File: src/rtl/cattrap_move_capture_if.sv
// Move handshake between the CatTrap input stage and the game core.
//   move_valid  producer -> consumer  move offered, held until accepted
//   move_ready  consumer -> producer  consumer accepts the offered move
//   move_row    producer -> consumer  3-bit row index of the offered move
//   move_col    producer -> consumer  3-bit column index of the offered move
// Modports: master (input stage), slave (game core).
interface cattrap_move_capture_if;
  logic       move_valid;
  logic       move_ready;
  logic [2:0] move_row;
  logic [2:0] move_col;

  modport master (output move_valid, output move_row, output move_col, input move_ready);
  modport slave  (input move_valid, input move_row, input move_col, output move_ready);
endinterface

File: src/rtl/cattrap_move_capture.sv
// cattrap_move_capture: upstream input stage for the CatTrap game core.
// Synchronises and debounces BtnU. Each debounced press samples the one-hot
// Row/Col switch banks; a legal selection is encoded to 3-bit indices and
// offered on the move handshake, an illegal one raises a 1-cycle err_pulse.
// Ports:
//   clk         system clock
//   Reset       asynchronous, active-high reset
//   BtnU        raw "place move" button (asynchronous)
//   Row, Col    raw one-hot switch banks (asynchronous)
//   mv          move handshake (master): move_valid/move_ready/move_row/move_col
//   err_pulse   1-cycle pulse: selection rejected
//   move_count  accepted-move counter
// Optional feature macro: CATTRAP_MOVE_COUNT_EN
//   defined     -> move_count counts accepted transfers, 8-bit wrap, Reset-only clear
//   not defined -> move_count is tied to zero and no counter flops exist
module cattrap_move_capture #(
  parameter int DEBOUNCE_CYCLES = 1000000,
  parameter int CNT_W           = 20
) (
  input  logic                         clk,
  input  logic                         Reset,
  input  logic                         BtnU,
  input  logic [7:0]                   Row,
  input  logic [7:0]                   Col,
  cattrap_move_capture_if.master       mv,
  output logic                         err_pulse,
  output logic [7:0]                   move_count
);

  typedef enum logic [1:0] {IDLE, CHECK, OFFER, RELEASE} state_t;

  state_t state, state_n;

  logic             btn_s1, btn_s2;
  logic [7:0]       row_s1, row_s2, col_s1, col_s2;
  logic [CNT_W-1:0] db_cnt;
  logic             btn_db, btn_db_q;
  logic [7:0]       row_cap, col_cap;
  logic [2:0]       row_q, col_q;
  logic             legal;
  logic             press;

  function automatic logic is_onehot(input logic [7:0] v);
    return (v != 8'd0) && ((v & (v - 8'd1)) == 8'd0);
  endfunction

  function automatic logic [2:0] enc(input logic [7:0] v);
    logic [2:0] idx;
    idx = '0;
    for (int unsigned i = 0; i < 8; i++) begin
      if (v[i]) idx = 3'(i);
    end
    return idx;
  endfunction

  // Two-flop synchronisers; only the s2 stage is consumed downstream.
  always_ff @(posedge clk or posedge Reset) begin
    if (Reset) begin
      btn_s1 <= 1'b0;
      btn_s2 <= 1'b0;
      row_s1 <= '0;
      row_s2 <= '0;
      col_s1 <= '0;
      col_s2 <= '0;
    end else begin
      btn_s1 <= BtnU;
      btn_s2 <= btn_s1;
      row_s1 <= Row;
      row_s2 <= row_s1;
      col_s1 <= Col;
      col_s2 <= col_s1;
    end
  end

  // Debounce: count consecutive mismatch cycles; the DEBOUNCE_CYCLES-th one
  // flips btn_db. Any agreement restarts the count.
  always_ff @(posedge clk or posedge Reset) begin
    if (Reset) begin
      db_cnt   <= '0;
      btn_db   <= 1'b0;
      btn_db_q <= 1'b0;
    end else begin
      btn_db_q <= btn_db;
      if (btn_s2 != btn_db) begin
        if (db_cnt == CNT_W'(DEBOUNCE_CYCLES - 1)) begin
          btn_db <= btn_s2;
          db_cnt <= '0;
        end else begin
          db_cnt <= db_cnt + CNT_W'(1);
        end
      end else begin
        db_cnt <= '0;
      end
    end
  end

  assign press = btn_db && !btn_db_q;
  assign legal = is_onehot(row_cap) && is_onehot(col_cap);

  always_ff @(posedge clk or posedge Reset) begin
    if (Reset) state <= IDLE;
    else       state <= state_n;
  end

  always_comb begin
    state_n       = state;
    err_pulse     = 1'b0;
    mv.move_valid = 1'b0;
    case (state)
      IDLE:    if (press) state_n = CHECK;
      CHECK: begin
        if (legal) begin
          state_n = OFFER;
        end else begin
          err_pulse = 1'b1;
          state_n   = RELEASE;
        end
      end
      OFFER: begin
        mv.move_valid = 1'b1;
        if (mv.move_ready) state_n = RELEASE;
      end
      RELEASE: if (!btn_db) state_n = IDLE;
      default: state_n = IDLE;
    endcase
  end

  // Selection is frozen at the press and the encoded indices at CHECK, so
  // later switch movement cannot disturb an outstanding offer.
  always_ff @(posedge clk or posedge Reset) begin
    if (Reset) begin
      row_cap <= '0;
      col_cap <= '0;
      row_q   <= '0;
      col_q   <= '0;
    end else begin
      if (state == IDLE && press) begin
        row_cap <= row_s2;
        col_cap <= col_s2;
      end
      if (state == CHECK && legal) begin
        row_q <= enc(row_cap);
        col_q <= enc(col_cap);
      end
    end
  end

  assign mv.move_row = row_q;
  assign mv.move_col = col_q;

`ifdef CATTRAP_MOVE_COUNT_EN
  logic [7:0] cnt_q;

  always_ff @(posedge clk or posedge Reset) begin
    if (Reset)                                cnt_q <= '0;
    else if (state == OFFER && mv.move_ready) cnt_q <= cnt_q + 8'd1;
  end

  assign move_count = cnt_q;
`else
  assign move_count = '0;
`endif

endmodule

File: src/flat_wrapper.sv
// flat-port wrapper written by rule: the top's interface ports become plain ports
module cattrap_move_capture_flat 
#(
  parameter int DEBOUNCE_CYCLES = 1000000,
  parameter int CNT_W           = 20
)
  (clk, Reset, BtnU, Row, Col, err_pulse, move_count, mv_move_valid, mv_move_row, mv_move_col, mv_move_ready);
  cattrap_move_capture_if mv_i ();
  input  logic clk;
  input  logic Reset;
  input  logic BtnU;
  input  logic [7:0] Row;
  input  logic [7:0] Col;
  output logic err_pulse;
  output logic [7:0] move_count;
  output wire logic [$bits(mv_i.move_valid)-1:0] mv_move_valid;
  output wire logic [$bits(mv_i.move_row)-1:0] mv_move_row;
  output wire logic [$bits(mv_i.move_col)-1:0] mv_move_col;
  input wire logic [$bits(mv_i.move_ready)-1:0] mv_move_ready;
  assign mv_move_valid = mv_i.move_valid;
  assign mv_move_row = mv_i.move_row;
  assign mv_move_col = mv_i.move_col;
  assign mv_i.move_ready = mv_move_ready;
  cattrap_move_capture #(.DEBOUNCE_CYCLES(DEBOUNCE_CYCLES), .CNT_W(CNT_W)) u_core (.clk(clk), .Reset(Reset), .BtnU(BtnU), .Row(Row), .Col(Col), .mv(mv_i), .err_pulse(err_pulse), .move_count(move_count));
endmodule
File: config.mk
export PLATFORM = sky130hd
export DESIGN_NAME = cattrap_move_capture_flat
export DESIGN_NICKNAME = d
export VERILOG_FILES = /design/src/rtl/cattrap_move_capture_if.sv /design/src/rtl/cattrap_move_capture.sv /design/src/flat_wrapper.sv
export SDC_FILE = /design/constraint.sdc
export NUM_CORES = 1
export LEC_CHECK = 0
export CORE_ASPECT_RATIO = 0.5
export CORE_UTILIZATION = 62
export CTS_BUF_LIST = sky130_fd_sc_hd__clkbuf_4 sky130_fd_sc_hd__clkbuf_8
export CTS_CLUSTER_SIZE = 12
export DETAILED_ROUTE_END_ITERATION = 10
export PLACE_DENSITY = 0.95
export SYNTH_ARGS = -nofsm -noshare
export SYNTH_HDL_FRONTEND = slang
export SYNTH_SLANG_ARGS = --single-unit
File: constraint.sdc
create_clock -name clk -period 6.25 [get_ports clk]
set_clock_uncertainty 0.2 [all_clocks]
set_input_delay 1.25 -clock clk [delete_from_list [all_inputs] [get_ports clk]]
set_output_delay 1.25 -clock clk [all_outputs]
set_load 0.02 [all_outputs]
**Yosys cells after proc, flatten, opt, wreduce, memory -nomap -nowiden**

Cells that the tools add are included.

- Bits in registers: 80
- Bits in latches: 0
- RAM bits: 0
- Bits in read-only memories: 0
- Output and inout port bits: 16
- Word-level logic and storage cells: 65
- Memories kept: 0

- Add/sub/neg operators: 3
- Multiply operators: 0
- Divide/modulo/power cells: 0
- $lt $le $gt $ge: 0
- Equal/unequal tests: 8
- Shift operators: 0
- Mux-type cells: 24
- Bitwise logic cells: 2
- Reduce and logical (&&, ||, !) cells: 14

Operators with widths:

| cell | count |
|---|---|
| $mux 20 | 2 |
| $mux 3 | 8 |
| $add 20x1->20 const B | 1 |
| $eq 20x20->1 const B | 1 |
| $and 8x8->8 | 2 |
| $logic_not 8->1 | 2 |
| $reduce_bool 8->1 | 2 |
| $sub 8x1->8 const B | 2 |
| $mux 2 | 7 |
| $pmux 2 s4 | 1 |
| $logic_and 1x1->1 | 6 |
| $mux 1 | 6 |
| $eq 2x2->1 const B | 2 |
| $ne 2x2->1 const B | 2 |
| $reduce_and 3->1 | 1 |
| $eq 2x1->1 const B | 1 |
| $logic_not 2->1 | 1 |
| $ne 2x1->1 const B | 1 |
| $reduce_and 2->1 | 1 |
| $logic_not 1->1 | 1 |
| $ne 1x1->1 | 1 |

**Logic depth before layout (Yosys ltp)**

Gate-level depths: netlist of run 1.

- Depth after elaboration: 7
- Depth in mapped cells: 7
- Gate-level depth less buffers: 6

**Worst setup path after synthesis of run 1**

OpenSTA, ideal clock, no wires.

- Kind: register -> output
- Start: reg u_core.row_cap[4]
- End: out err_pulse
- Arrival: 1.847 ns
- Setup slack: 2.953 ns
- Stages on the path, launching flop included: 5
- Cells stage by stage: dfrtp_1 -> or4_1 -> o41ai_1 -> nor3_2 -> a31oi_1

- Word-level cells in the longest chain between the ends: 7
- Elaborated cells between the ends (all ways): 8

RTL lines:

| element | RTL line | RTL |
|---|---|---|
| from (decl) | cattrap_move_capture.sv:38 | `logic [7:0] row_cap, col_cap;` |
| from (signal assigned) | cattrap_move_capture.sv:138 | `row_cap <= row_s2;` |
| $sub 8x1->8 | cattrap_move_capture.sv:44 | `return (v != 8'd0) && ((v & (v - 8'd1)) == 8'd0);` |
| $and 8x8->8 | cattrap_move_capture.sv:44 |  |
| $logic_not 8->1 | cattrap_move_capture.sv:44 |  |
| $logic_and 1x1->1 * | cattrap_move_capture.sv:44 |  |
| $logic_and 1x1->1 * | cattrap_move_capture.sv:98 | `assign legal = is_onehot(row_cap) && is_onehot(col_cap);` |
| $mux 1 * | cattrap_move_capture.sv:112 | `if (legal) begin` |
| $mux 1 * | cattrap_move_capture.sv:109 | `case (state)` |
| to (decl) | flat_wrapper.sv:14 | `output logic err_pulse;` |

Mark *: on every way between the ends. The rest lies on a longest branch, timed or not.

**Final worst setup path of run 1**

Same ends and word-level chain as after synthesis.

==> flow_summary.html, run 1 <==
<table>
<tr><th>Metric</th><th>Value</th></tr>
<tr><th colspan="2">Run status</th></tr>
<tr><td>Status</td><td>finished clean</td></tr>
<tr><th colspan="2">Worst setup path</th></tr>
<tr><td>Setup slack on the worst flop-to-flop path</td><td>3.47 ns</td></tr>
<tr><td>Highest-delay cell along the critical path</td><td>clkdlybuf4s50_1</td></tr>
<tr><td>Kind of cell adding the most delay to the critical path</td><td>simple AND/OR/NAND/NOR gates</td></tr>
<tr><td>CP bufs+invs</td><td>1</td></tr>
<tr><td>Arr. time, crit path</td><td>2.83 ns</td></tr>
<tr><td>Worst Setup Start Kind</td><td>register</td></tr>
<tr><td>Data required time at the worst endpoint</td><td>~4.8 ns</td></tr>
<tr><td>Crit Path Category</td><td>register to output port</td></tr>
<tr><td>Crit end category</td><td>output port</td></tr>
<tr><td>Critical path cell sequence</td><td>or4_1 -&gt; o41ai_1 -&gt; nor3_2 -&gt; a31oi_1 -&gt; clkdlybuf4s50_1</td></tr>
<tr><td>Largest stage delay on the critical path</td><td>about 0.65 ns</td></tr>
<tr><td>Critical-path maximum fanout</td><td>6</td></tr>
<tr><th colspan="2">Global route</th></tr>
<tr><td>GR Util All Layers</td><td>about a quarter</td></tr>
<tr><td>Maximum number of pins on one net before global-route repair</td><td>81</td></tr>
<tr><td>First-pass GRT wire length</td><td>~10000 um</td></tr>
<tr><td>Remaining Overflow, GRT</td><td>0</td></tr>
<tr><td>Via count of the first global-routing pass</td><td>about 2100</td></tr>
<tr><td>Antenna violations before repair</td><td>0</td></tr>
<tr><th colspan="2">Logic synthesis</th></tr>
<tr><td>Mapped Cells</td><td>~260</td></tr>
<tr><td>Dominant cell type by area after synthesis</td><td>dfrtp_1</td></tr>
<tr><td>Main flop type after synthesis</td><td>dfrtp_1</td></tr>
<tr><td>Count of flip-flops with a built-in enable after synthesis</td><td>0</td></tr>
<tr><td>Post-Syn Area</td><td>3200 um^2</td></tr>
<tr><td>Total of warnings raised by yosys</td><td>0</td></tr>
<tr><td>Ys async rst share</td><td>100%</td></tr>
<tr><td>Largest cells by area after synthesis</td><td>dfrtp_1 (63%), mux2_2 (8.1%), nor2_1 (3.5%)</td></tr>
<tr><td>Number of register bits inferred by synthesis</td><td>80</td></tr>
<tr><td>Post-synthesis average cell area</td><td>12.5 um^2</td></tr>
<tr><td>Proportion of netlist area held by the largest area contributor</td><td>between 60% and 70%</td></tr>
<tr><td>Part of the Yosys area used for sequential elements</td><td>62.6%</td></tr>
<tr><td>Number of different library cells in the post-synthesis netlist</td><td>40</td></tr>
<tr><th colspan="2">Clock tree</th></tr>
<tr><td>Clock tree from TritonCTS</td><td>done</td></tr>
<tr><td>Postcts setup bufs</td><td>0</td></tr>
<tr><td>Root buffer cell</td><td>clkbuf_8</td></tr>
<tr><td>H-tree levels</td><td>3</td></tr>
<tr><td>PostCTS Resize Cnt</td><td>0</td></tr>
<tr><td>Number of buffers inserted by hold repair at cts</td><td>0</td></tr>
<tr><td>Latest clock arrival within the worst-skew pair</td><td>about 0.35 ns</td></tr>
<tr><td>Clk sinks</td><td>80</td></tr>
<tr><td>Number of buffers created by CTS</td><td>9</td></tr>
<tr><td>Buffer levels on the longest clock path</td><td>2</td></tr>
<tr><td>Clk pin slew, worst setup/hold paths</td><td>0.07 ns</td></tr>
<tr><th colspan="2">Cells and area</th></tr>
<tr><td>Final net count</td><td>between 300 and 400</td></tr>
<tr><td>Commonest non-fill, non-tap cell in the layout</td><td>dfrtp_1</td></tr>
<tr><td>Number of inserted diodes</td><td>0</td></tr>
<tr><td>Signed area change from the synthesized netlist to the final layout</td><td>16.4%</td></tr>
<tr><td>Commonest cells after routing, fill and taps aside</td><td>dfrtp_1 (80), nor2_1 (30), clkdlybuf4s50_1 (27)</td></tr>
<tr><td>Layout cell share with drive strength beyond 1</td><td>between 10% and 20%</td></tr>
<tr><td>Final non-filler cell area</td><td>3720 um^2</td></tr>
<tr><th colspan="2">Timing</th></tr>
<tr><td>Setup Total Neg Slack</td><td>0 ns</td></tr>
<tr><td>Shortest clock period the worst path allows after layout</td><td>4.28 ns</td></tr>
<tr><td>Period utilization</td><td>between 60% and 70%</td></tr>
<tr><td>Final count of hold timing violations</td><td>0</td></tr>
<tr><td>Count of endpoints failing setup in the final report</td><td>0</td></tr>
<tr><td>Relative slew slack</td><td>a little over a third</td></tr>
<tr><td>RSZ-0062 raised after global routing</td><td>false</td></tr>
<tr><td>Maximum operating frequency</td><td>between 0.2 and 0.25 GHz</td></tr>
<tr><td>Fin. max-slew vios</td><td>0</td></tr>
<tr><td>Slew of the pin with the lowest slew margin</td><td>about 0.97 ns</td></tr>
<tr><td>Final hold slack</td><td>0.152 ns</td></tr>
<tr><th colspan="2">Die</th></tr>
<tr><td>Floorplan die area</td><td>around 5500 um^2</td></tr>
<tr><td>Horizontal extent of the die</td><td>104 um</td></tr>
<tr><td>Site Rows</td><td>18</td></tr>
<tr><td>Chip Height</td><td>about 53 um</td></tr>
<tr><td>Boundary Pins</td><td>36</td></tr>
<tr><td>Effective utilization at floorplan</td><td>64.8%</td></tr>
<tr><td>Core region area</td><td>approximately 4900 um^2</td></tr>
<tr><th colspan="2">Pwr</th></tr>
<tr><td>Power per unit of standard cell area</td><td>257 nW/um^2</td></tr>
<tr><td>Max IR drop VDD</td><td>roughly 0.00015 V</td></tr>
<tr><td>Static leakage power</td><td>1.71 nW</td></tr>
<tr><td>Total chip power</td><td>0.955 mW</td></tr>
<tr><th colspan="2">Min path</th></tr>
<tr><td>HP Class</td><td>register to register</td></tr>
<tr><th colspan="2">Flow run</th></tr>
<tr><td>Max-capacitance violation count</td><td>0</td></tr>
<tr><th colspan="2">Route</th></tr>
<tr><td>Drt total wl</td><td>6400 um</td></tr>
<tr><td>DRC</td><td>0</td></tr>
<tr><td>Average wire per standard cell</td><td>17.5 um</td></tr>
<tr><td>Vias per cell</td><td>~5.6</td></tr>
<tr><td>Final antenna-violating net count</td><td>0</td></tr>
<tr><td>Starting DRT DRC Count</td><td>about 100</td></tr>
<tr><td>Routed vias</td><td>between 2000 and 2500</td></tr>
<tr><td>Count of TritonRoute iterations in the first routing pass</td><td>4</td></tr>
<tr><th colspan="2">Placement</th></tr>
<tr><td>Placed inst area</td><td>3510 um^2</td></tr>
<tr><td>Input/output buffers</td><td>27</td></tr>
<tr><td>Global placer's final weighted congestion</td><td>between 0.8 and 0.9</td></tr>
<tr><td>Detailed Place HPWL</td><td>between 3000 and 4000 um</td></tr>
</table>
report_power, final:
part	switching [mW]	internal (mW)	leakage (nW)	total (mW)
combinational	0.0192	0.0126	0.562	0.0318
clock	0.174	0.214	0.110	0.388
sequential	0.00544	0.530	1.04	0.535
total	0.199	0.757	1.71	0.955
layout make-up:
type,instances,area (um^2)
clock inverter,3,40.0
sequential,80,2000
fill,286,1210
timing repair buffer,28,278
clock buffer,13,166
tap,70,87.6
multi-input combinational,161,1110
inverter,10,37.5
registers in the layout, summed over array words and instances, names as in the netlist:
register            count
u_core.row_cap          8
u_core.row_s2           8
u_core.col_cap          8
u_core.col_s2           8
u_core.state            2
u_core.btn_db           1
u_core.btn_s1           1
u_core.btn_s2           1
u_core.col_s1           8
u_core.btn_db_q         1
u_core.row_s1           8
u_core.mv.move_col      3
u_core.mv.move_row      3
u_core.db_cnt          20
path summary, 6_finish.rpt:
kind	startpoint	end	cells after the start
worst max-delay path	u_core.row_cap[4]	err_pulse	5
worst min-delay path	u_core.row_s1[5]	u_core.row_s2[5]	0
worst max register to register	u_core.db_cnt[6]	u_core.db_cnt[19]	5
worst min register to register	u_core.row_s1[5]	u_core.row_s2[5]	0
max in group asynchronous	Reset	u_core.row_s1[5]	3
min in group asynchronous	Reset	u_core.db_cnt[2]	3
routing by layer:
layer	wire, um	GRT usage [%]
met1	2580	28.2
met2	3230	46.0
met4	176	13.3
met5	0	0
met3	418	11.7
cell families (layout without fill, tap and decap cells):
kind of cell    after synthesis  count (layout)  share of synthesized area (%)
xor+xnor                     19              19                           5.21
fa+ha+maj                     6               6                           2.27
buf+inv                      22              54                           3.52
simple gates                 83              83                           13.4
compound gates               22              22                           4.70
flops                        80              80                           62.6
other cells                   1               8                          0.117
mux                          23              23                           8.10
worst reg2reg max path: stages (launching register included):
cell	delay [ns]
dfrtp_1	0.47
nor4b_1	0.44
nand2_1	0.16
nor4_1	0.49
nand2b_1	0.67
nor2_1	0.20
stage by stage:
stage | setup WS, ns | utilization, % | cells
5_1_grt | 1.88 | 75.4 | 365
3_3_place_gp | 2.49 | 71.2 | 349
3_5_place_dp | 2.41 | 71.2 | 349
4_1_cts | 1.95 | 75.4 | 365
2_1_floorplan | 2.75 | - | 263
6_report | 1.97 | 75.4 | 365
cells in the mapped netlist, types with 2 or more instances:
master    instances
dfrtp_1          80
nor2_1           30
mux2_2           23
nand2_1          13
inv_1            10
xor2_1           10
xnor2_1           9
buf_4             8
nor4_1            7
o21ai_0           7
nand3_1           6
ha_1              5
nand4_1           5
clkbuf_1          4
nand2b_1          4
nand3b_1          3
nor3_1            3
or2_2             3
a21oi_1           2
a22oi_1           2
o21bai_1          2
o31ai_1           2
Note: power is estimated with default switching activity, not from simulation.
==> run 2, diff against run 1 <==
CORE_UTILIZATION = 58   (was 62)
PLACE_DENSITY = 0.93   (was 0.95)
clock period = 4.1 ns   (was 6.25 ns; I/O delays follow)
==> flow_summary.html, run 2 (synthesis results as in run 1) <==
<table>
<tr><th>Metric</th><th>Value</th></tr>
<tr><th colspan="2">Min path</th></tr>
<tr><td>HP Class</td><td>register to register</td></tr>
<tr><th colspan="2">Die</th></tr>
<tr><td>Chip Height</td><td>54.5 um</td></tr>
<tr><td>Floorplan die area</td><td>between 5000 and 6000 um^2</td></tr>
<tr><td>Horizontal extent of the die</td><td>roughly 110 um</td></tr>
<tr><td>Site Rows</td><td>18</td></tr>
<tr><td>Boundary Pins</td><td>36</td></tr>
<tr><td>Core region area</td><td>between 5000 and 6000 um^2</td></tr>
<tr><td>Effective utilization at floorplan</td><td>62.5%</td></tr>
<tr><th colspan="2">Timing</th></tr>
<tr><td>RSZ-0062 raised after global routing</td><td>false</td></tr>
<tr><td>Shortest clock period the worst path allows after layout</td><td>3.78 ns</td></tr>
<tr><td>Maximum operating frequency</td><td>roughly 0.26 GHz</td></tr>
<tr><td>Period utilization</td><td>between 90% and 100%</td></tr>
<tr><td>Fin. max-slew vios</td><td>0</td></tr>
<tr><td>Slew of the pin with the lowest slew margin</td><td>just over 0.8 ns</td></tr>
<tr><td>Setup Total Neg Slack</td><td>0 ns</td></tr>
<tr><td>Count of endpoints failing setup in the final report</td><td>0</td></tr>
<tr><td>Relative slew slack</td><td>a little under half</td></tr>
<tr><td>Final count of hold timing violations</td><td>0</td></tr>
<tr><th colspan="2">Worst setup path</th></tr>
<tr><td>Critical-path maximum fanout</td><td>6</td></tr>
<tr><td>Data required time at the worst endpoint</td><td>around 3.1 ns</td></tr>
<tr><td>Number of cells on the worst reg-to-reg path</td><td>6</td></tr>
<tr><td>Worst r2r dst</td><td>u_core.db_cnt[4]</td></tr>
<tr><td>Source of the worst register-to-register timing path</td><td>u_core.db_cnt[0]</td></tr>
<tr><td>Setup slack on the worst flop-to-flop path</td><td>around 1.5 ns</td></tr>
<tr><td>Worst Setup Start Kind</td><td>register</td></tr>
<tr><td>Arr. time, crit path</td><td>~2.8 ns</td></tr>
<tr><td>Crit Path Category</td><td>register to output port</td></tr>
<tr><td>Crit end category</td><td>output port</td></tr>
<tr><td>Critical path endpoint</td><td>err_pulse</td></tr>
<tr><td>Crit path from</td><td>u_core.row_cap[4]</td></tr>
<tr><th colspan="2">Route</th></tr>
<tr><td>Drt total wl</td><td>roughly 5500 um</td></tr>
<tr><td>Routed vias</td><td>1949</td></tr>
<tr><td>Starting DRT DRC Count</td><td>80</td></tr>
<tr><td>Final antenna-violating net count</td><td>0</td></tr>
<tr><td>Average wire per standard cell</td><td>15.1 um</td></tr>
<tr><td>Vias per cell</td><td>about 5.3</td></tr>
<tr><td>Count of TritonRoute iterations in the first routing pass</td><td>4</td></tr>
<tr><td>DRC</td><td>0</td></tr>
<tr><th colspan="2">Placement</th></tr>
<tr><td>Detailed Place HPWL</td><td>between 3000 and 4000 um</td></tr>
<tr><td>Input/output buffers</td><td>27</td></tr>
<tr><td>Global placer's final weighted congestion</td><td>roughly 0.9</td></tr>
<tr><th colspan="2">Cells and area</th></tr>
<tr><td>Commonest non-fill, non-tap cell in the layout</td><td>dfrtp_1</td></tr>
<tr><td>Final net count</td><td>315</td></tr>
<tr><td>Max reg flops</td><td>20</td></tr>
<tr><td>Signed area change from the synthesized netlist to the final layout</td><td>16.3%</td></tr>
<tr><td>Commonest cells after routing, fill and taps aside</td><td>dfrtp_1 (80), nor2_1 (30), clkdlybuf4s50_1 (27)</td></tr>
<tr><td>Number of inserted diodes</td><td>0</td></tr>
<tr><td>Total of fill cells in the finished design</td><td>around 300</td></tr>
<tr><td>Register bank with the most flops</td><td>u_core.db_cnt</td></tr>
<tr><td>Core Util, Final</td><td>between 70% and 80%</td></tr>
<tr><td>Layout cell share with drive strength beyond 1</td><td>between 15 and 20%</td></tr>
<tr><th colspan="2">Clock tree</th></tr>
<tr><td>Clk sinks</td><td>80</td></tr>
<tr><td>Postcts setup bufs</td><td>0</td></tr>
<tr><td>H-tree levels</td><td>3</td></tr>
<tr><td>Clk pin slew, worst setup/hold paths</td><td>0.07 ns</td></tr>
<tr><td>PostCTS Resize Cnt</td><td>0</td></tr>
<tr><td>Number of buffers created by CTS</td><td>9</td></tr>
<tr><td>Clock tree from TritonCTS</td><td>done</td></tr>
<tr><td>Number of buffers inserted by hold repair at cts</td><td>0</td></tr>
<tr><td>Buffer levels on the longest clock path</td><td>2</td></tr>
<tr><td>Root buffer cell</td><td>clkbuf_8</td></tr>
<tr><td>Latest clock arrival within the worst-skew pair</td><td>roughly 0.34 ns</td></tr>
<tr><th colspan="2">Global route</th></tr>
<tr><td>First-pass GRT wire length</td><td>8670 um</td></tr>
<tr><td>Maximum number of pins on one net before global-route repair</td><td>54</td></tr>
<tr><td>GR Util All Layers</td><td>21.0%</td></tr>
<tr><td>Antenna violations before repair</td><td>0</td></tr>
<tr><td>Remaining Overflow, GRT</td><td>0</td></tr>
<tr><td>Via count of the first global-routing pass</td><td>between 1500 and 2000</td></tr>
<tr><th colspan="2">Pwr</th></tr>
<tr><td>Power per unit of standard cell area</td><td>between 300 and 400 nW/um^2</td></tr>
<tr><td>Max IR drop VDD</td><td>between 0.00015 and 0.0002 V</td></tr>
<tr><td>Static leakage power</td><td>around 1.7 nW</td></tr>
<tr><td>Total chip power</td><td>~1.4 mW</td></tr>
<tr><th colspan="2">Run status</th></tr>
<tr><td>Status</td><td>finished clean</td></tr>
<tr><th colspan="2">Flow run</th></tr>
<tr><td>Max-capacitance violation count</td><td>0</td></tr>
</table>
-- run 2: cell count changes in the layout (fill, tap and decap cells not counted), sizes merged --
cell	before	now
bufinv	1	0
clkbuf	13	14
clkinv	2	1
clkinvlp	0	1
-- run 2: where the power goes --
group / total (mW) / switching (mW) / internal [mW]
Clock: 0.532 / 0.249 / 0.282
Combinational: 0.0497 / 0.0292 / 0.0206
Sequential: 0.816 / 0.00791 / 0.808
Total: 1.40 / 0.287 / 1.11
-- run 2: worst min path at each step --
stage,from,end,slack [ns],cells past startpoint
after global placement,u_core.col_s1[1],u_core.col_s2[1],0.13,0
after floorplan,u_core.btn_s1,u_core.btn_s2,0.13,0
after global routing,u_core.row_s1[5],u_core.row_s2[5],0.15,0
after CTS,u_core.col_s1[1],u_core.col_s2[1],0.15,0
final,u_core.row_s1[5],u_core.row_s2[5],0.15,0
after detailed placement,u_core.col_s1[1],u_core.col_s2[1],0.14,0
-- run 2: metrics by stage --
step	hold slack, ns	std cells	setup WS, ns	instance area [um^2]
after CTS	0.149	365	0.310	3720
after detailed placement	0.136	349	0.693	3520
after global routing	0.152	365	0.141	3720
after global placement	0.134	349	0.740	3520
after floorplan	0.131	263	1.03	3220
final	0.146	365	0.320	3720
-- run 2: final cells by class --
type | instances | area [um^2] | area share (%)
timing repair buffer | 28 | 290 | 7.81
sequential | 80 | 2000 | 53.9
multi-input combinational | 161 | 1110 | 29.8
inverter | 10 | 37.5 | 1.01
clock inverter | 2 | 12.5 | 0.337
tap | 70 | 87.6 | 2.36
clock buffer | 14 | 180 | 4.85
-- run 2: per-layer routing --
metal	share of wire, %	up-vias	wire, um	GRT usage (%)
met5	0	-	0	0
met1	44	962	2410	24.3
met2	51	48	2790	37.8
met3	4.3	6	237	7.26
li1	-	933	-	-
met4	1.2	0	68	7.76
-- run 2: worst max-delay path: stages, from the launching register on --
cell and delay (ns):
dfrtp_1 0.43, or4_1 0.57, o41ai_1 0.45, nor3_2 0.09
a31oi_1 0.24, clkdlybuf4s50_1 0.64
==> run 3, diff against run 2 <==
GPL_TIMING_DRIVEN = 0   (was unset)
==> flow_summary.html, run 3 (synthesis results as in run 1) <==
<table>
<tr><th>Metric</th><th>Value</th></tr>
<tr><th colspan="2">Worst setup path</th></tr>
<tr><td>Critical path cell sequence</td><td>or4_1 -&gt; o41ai_1 -&gt; nor3_2 -&gt; a31oi_1 -&gt; clkdlybuf4s50_1</td></tr>
<tr><td>Highest-delay cell along the critical path</td><td>clkdlybuf4s50_1</td></tr>
<tr><td>Kind of cell adding the most delay to the critical path</td><td>compound AO/OA/AOI/OAI gates</td></tr>
<tr><td>Largest stage delay on the critical path</td><td>0.64 ns</td></tr>
<tr><td>CP bufs+invs</td><td>1</td></tr>
<tr><td>Data required time at the worst endpoint</td><td>~3.1 ns</td></tr>
<tr><td>Crit Path Category</td><td>register to output port</td></tr>
<tr><td>Arr. time, crit path</td><td>2.89 ns</td></tr>
<tr><td>Source of the worst register-to-register timing path</td><td>u_core.row_cap[4]</td></tr>
<tr><td>Crit path from</td><td>u_core.row_cap[4]</td></tr>
<tr><td>Worst Setup Start Kind</td><td>register</td></tr>
<tr><td>Critical-path maximum fanout</td><td>6</td></tr>
<tr><td>Crit end category</td><td>output port</td></tr>
<tr><th colspan="2">Cells and area</th></tr>
<tr><td>Register bank with the most flops</td><td>u_core.db_cnt</td></tr>
<tr><td>Commonest non-fill, non-tap cell in the layout</td><td>dfrtp_1</td></tr>
<tr><td>Signed area change from the synthesized netlist to the final layout</td><td>18.8%</td></tr>
<tr><td>Number of inserted diodes</td><td>0</td></tr>
<tr><td>Layout cell share with drive strength beyond 1</td><td>about 19%</td></tr>
<tr><td>Commonest cells after routing, fill and taps aside</td><td>dfrtp_1 (80), nor2_1 (30), clkdlybuf4s50_1 (27)</td></tr>
<tr><td>Final non-filler cell area</td><td>3800 um^2</td></tr>
<tr><td>Final net count</td><td>between 300 and 400</td></tr>
<tr><td>Max reg flops</td><td>20</td></tr>
<tr><th colspan="2">Route</th></tr>
<tr><td>Final antenna-violating net count</td><td>0</td></tr>
<tr><td>Starting DRT DRC Count</td><td>95</td></tr>
<tr><td>Routed vias</td><td>approximately 2000</td></tr>
<tr><td>DRC</td><td>0</td></tr>
<tr><td>Vias per cell</td><td>~5.4</td></tr>
<tr><td>Average wire per standard cell</td><td>15.9 um</td></tr>
<tr><td>Drt total wl</td><td>between 5000 and 6000 um</td></tr>
<tr><td>Count of TritonRoute iterations in the first routing pass</td><td>4</td></tr>
<tr><th colspan="2">Pwr</th></tr>
<tr><td>Relative contribution of sequential cells to total power</td><td>approximately 57%</td></tr>
<tr><td>Max IR drop VDD</td><td>~0.00020 V</td></tr>
<tr><td>Power per unit of standard cell area</td><td>375 nW/um^2</td></tr>
<tr><td>Internal power</td><td>approximately 1.1 mW</td></tr>
<tr><td>Gate power share</td><td>between 4 and 5%</td></tr>
<tr><td>Switching power share of the total</td><td>between 20% and 30%</td></tr>
<tr><td>Static leakage power</td><td>approximately 1.8 nW</td></tr>
<tr><td>Sw Pwr</td><td>0.314 mW</td></tr>
<tr><td>Clock group share of total power</td><td>around two fifths</td></tr>
<tr><th colspan="2">Die</th></tr>
<tr><td>Boundary Pins</td><td>36</td></tr>
<tr><td>Horizontal extent of the die</td><td>around 110 um</td></tr>
<tr><td>Chip Height</td><td>between 50 and 60 um</td></tr>
<tr><td>Site Rows</td><td>18</td></tr>
<tr><td>Core region area</td><td>~5100 um^2</td></tr>
<tr><td>Effective utilization at floorplan</td><td>62.5%</td></tr>
<tr><td>Floorplan die area</td><td>just under 6000 um^2</td></tr>
<tr><th colspan="2">Min path</th></tr>
<tr><td>Hold_sp</td><td>u_core.col_s1[4]</td></tr>
<tr><td>HP Class</td><td>register to register</td></tr>
<tr><th colspan="2">Clock tree</th></tr>
<tr><td>Number of buffers inserted by hold repair at cts</td><td>0</td></tr>
<tr><td>Clk pin slew, worst setup/hold paths</td><td>0.08 ns</td></tr>
<tr><td>Root buffer cell</td><td>clkbuf_8</td></tr>
<tr><td>Buffer levels on the longest clock path</td><td>2</td></tr>
<tr><td>Clock tree from TritonCTS</td><td>done</td></tr>
<tr><td>Latest clock arrival within the worst-skew pair</td><td>about 0.34 ns</td></tr>
<tr><td>Postcts setup bufs</td><td>0</td></tr>
<tr><td>H-tree levels</td><td>3</td></tr>
<tr><td>Number of buffers created by CTS</td><td>9</td></tr>
<tr><td>Clk sinks</td><td>80</td></tr>
<tr><td>PostCTS Resize Cnt</td><td>0</td></tr>
<tr><th colspan="2">Timing</th></tr>
<tr><td>Setup Total Neg Slack</td><td>0 ns</td></tr>
<tr><td>Relative slew slack</td><td>62.8%</td></tr>
<tr><td>Shortest clock period the worst path allows after layout</td><td>3.91 ns</td></tr>
<tr><td>Count of endpoints failing setup in the final report</td><td>0</td></tr>
<tr><td>RSZ-0062 raised after global routing</td><td>false</td></tr>
<tr><td>Final count of hold timing violations</td><td>0</td></tr>
<tr><td>Slew of the pin with the lowest slew margin</td><td>roughly 0.56 ns</td></tr>
<tr><td>Maximum operating frequency</td><td>around 0.26 GHz</td></tr>
<tr><td>Fin. max-slew vios</td><td>0</td></tr>
<tr><td>Period utilization</td><td>around 95%</td></tr>
<tr><th colspan="2">Global route</th></tr>
<tr><td>Maximum number of pins on one net before global-route repair</td><td>81</td></tr>
<tr><td>Remaining Overflow, GRT</td><td>0</td></tr>
<tr><td>Via count of the first global-routing pass</td><td>1997</td></tr>
<tr><td>First-pass GRT wire length</td><td>approximately 9400 um</td></tr>
<tr><td>GR Util All Layers</td><td>between 20 and 25%</td></tr>
<tr><td>Antenna violations before repair</td><td>0</td></tr>
<tr><th colspan="2">Placement</th></tr>
<tr><td>Input/output buffers</td><td>27</td></tr>
<tr><td>Detailed Place HPWL</td><td>3810 um</td></tr>
<tr><td>Global placer's final weighted congestion</td><td>approximately 0.86</td></tr>
<tr><td>Placed inst area</td><td>around 3600 um^2</td></tr>
<tr><th colspan="2">Flow run</th></tr>
<tr><td>Max-capacitance violation count</td><td>0</td></tr>
<tr><th colspan="2">Run status</th></tr>
<tr><td>Status</td><td>finished clean</td></tr>
</table>
run 3: cell types whose count changed in the layout (fill, tap and decap cells not counted), moves of 2 or more:
cell	delta
buf_4	+8
clkbuf_1	+4
clkinv_2	+4
clkbuf_8	-3
clkbuf_4	-2
run 3: metal layers:
metal,track usage [%],part of all wire [%]
met4,9.13,1.6
met2,41.7,52
met3,5.71,4.4
met5,0,0
met1,26.0,42
run 3: final cells by class:
cell class / instances / area, um^2
Inverter: 10 / 40.0
Tap cell: 70 / 87.6
Clock buffer: 9 / 124
Buffer: 12 / 75.1
Multi-Input combinational cell: 161 / 1110
Fill cell: 312 / 1320
Clock inverter: 7 / 62.6
Sequential cell: 80 / 2000
Timing Repair Buffer: 28 / 298
run 3: worst paths after layout:
path / endpoint / slack (ns) / depth (start not counted)
worst max-delay path: err_pulse / 0.19 / 5
max in group asynchronous: u_core.row_s1[2] / 2.68 / 3
worst max register to register: u_core.mv.move_row[1] / 1.58 / 5
worst min-delay path: u_core.col_s2[4] / 0.15 / 0
min in group asynchronous: u_core.db_cnt[9] / 0.70 / 3
worst min register to register: u_core.col_s2[4] / 0.15 / 0
run 3: power by group through the flow:
stage	Combinational, mW	Sequential [mW]	Clock, mW
2_1_floorplan	0.0311	0.828	0
3_3_place_gp	0.0531	0.830	0
3_5_place_dp	0.0582	0.830	0
4_1_cts	0.0586	0.816	0.557
5_1_grt	0.0646	0.817	0.580
6_report	0.0578	0.816	0.550
run 3: through the flow:
step                hold WS [ns]  util (%)  setup slack (ns)  power [mW]  std cells
finish                     0.149      74.3             0.189        1.42        377
detailed placement         0.138      70.6             0.621       0.889        361
global route               0.156      74.3             0.121        1.46        377
floorplan                  0.131         -              1.03       0.859        263
global placement           0.134      70.0           0.00496       0.883        360
CTS                        0.155      74.3             0.199        1.43        377
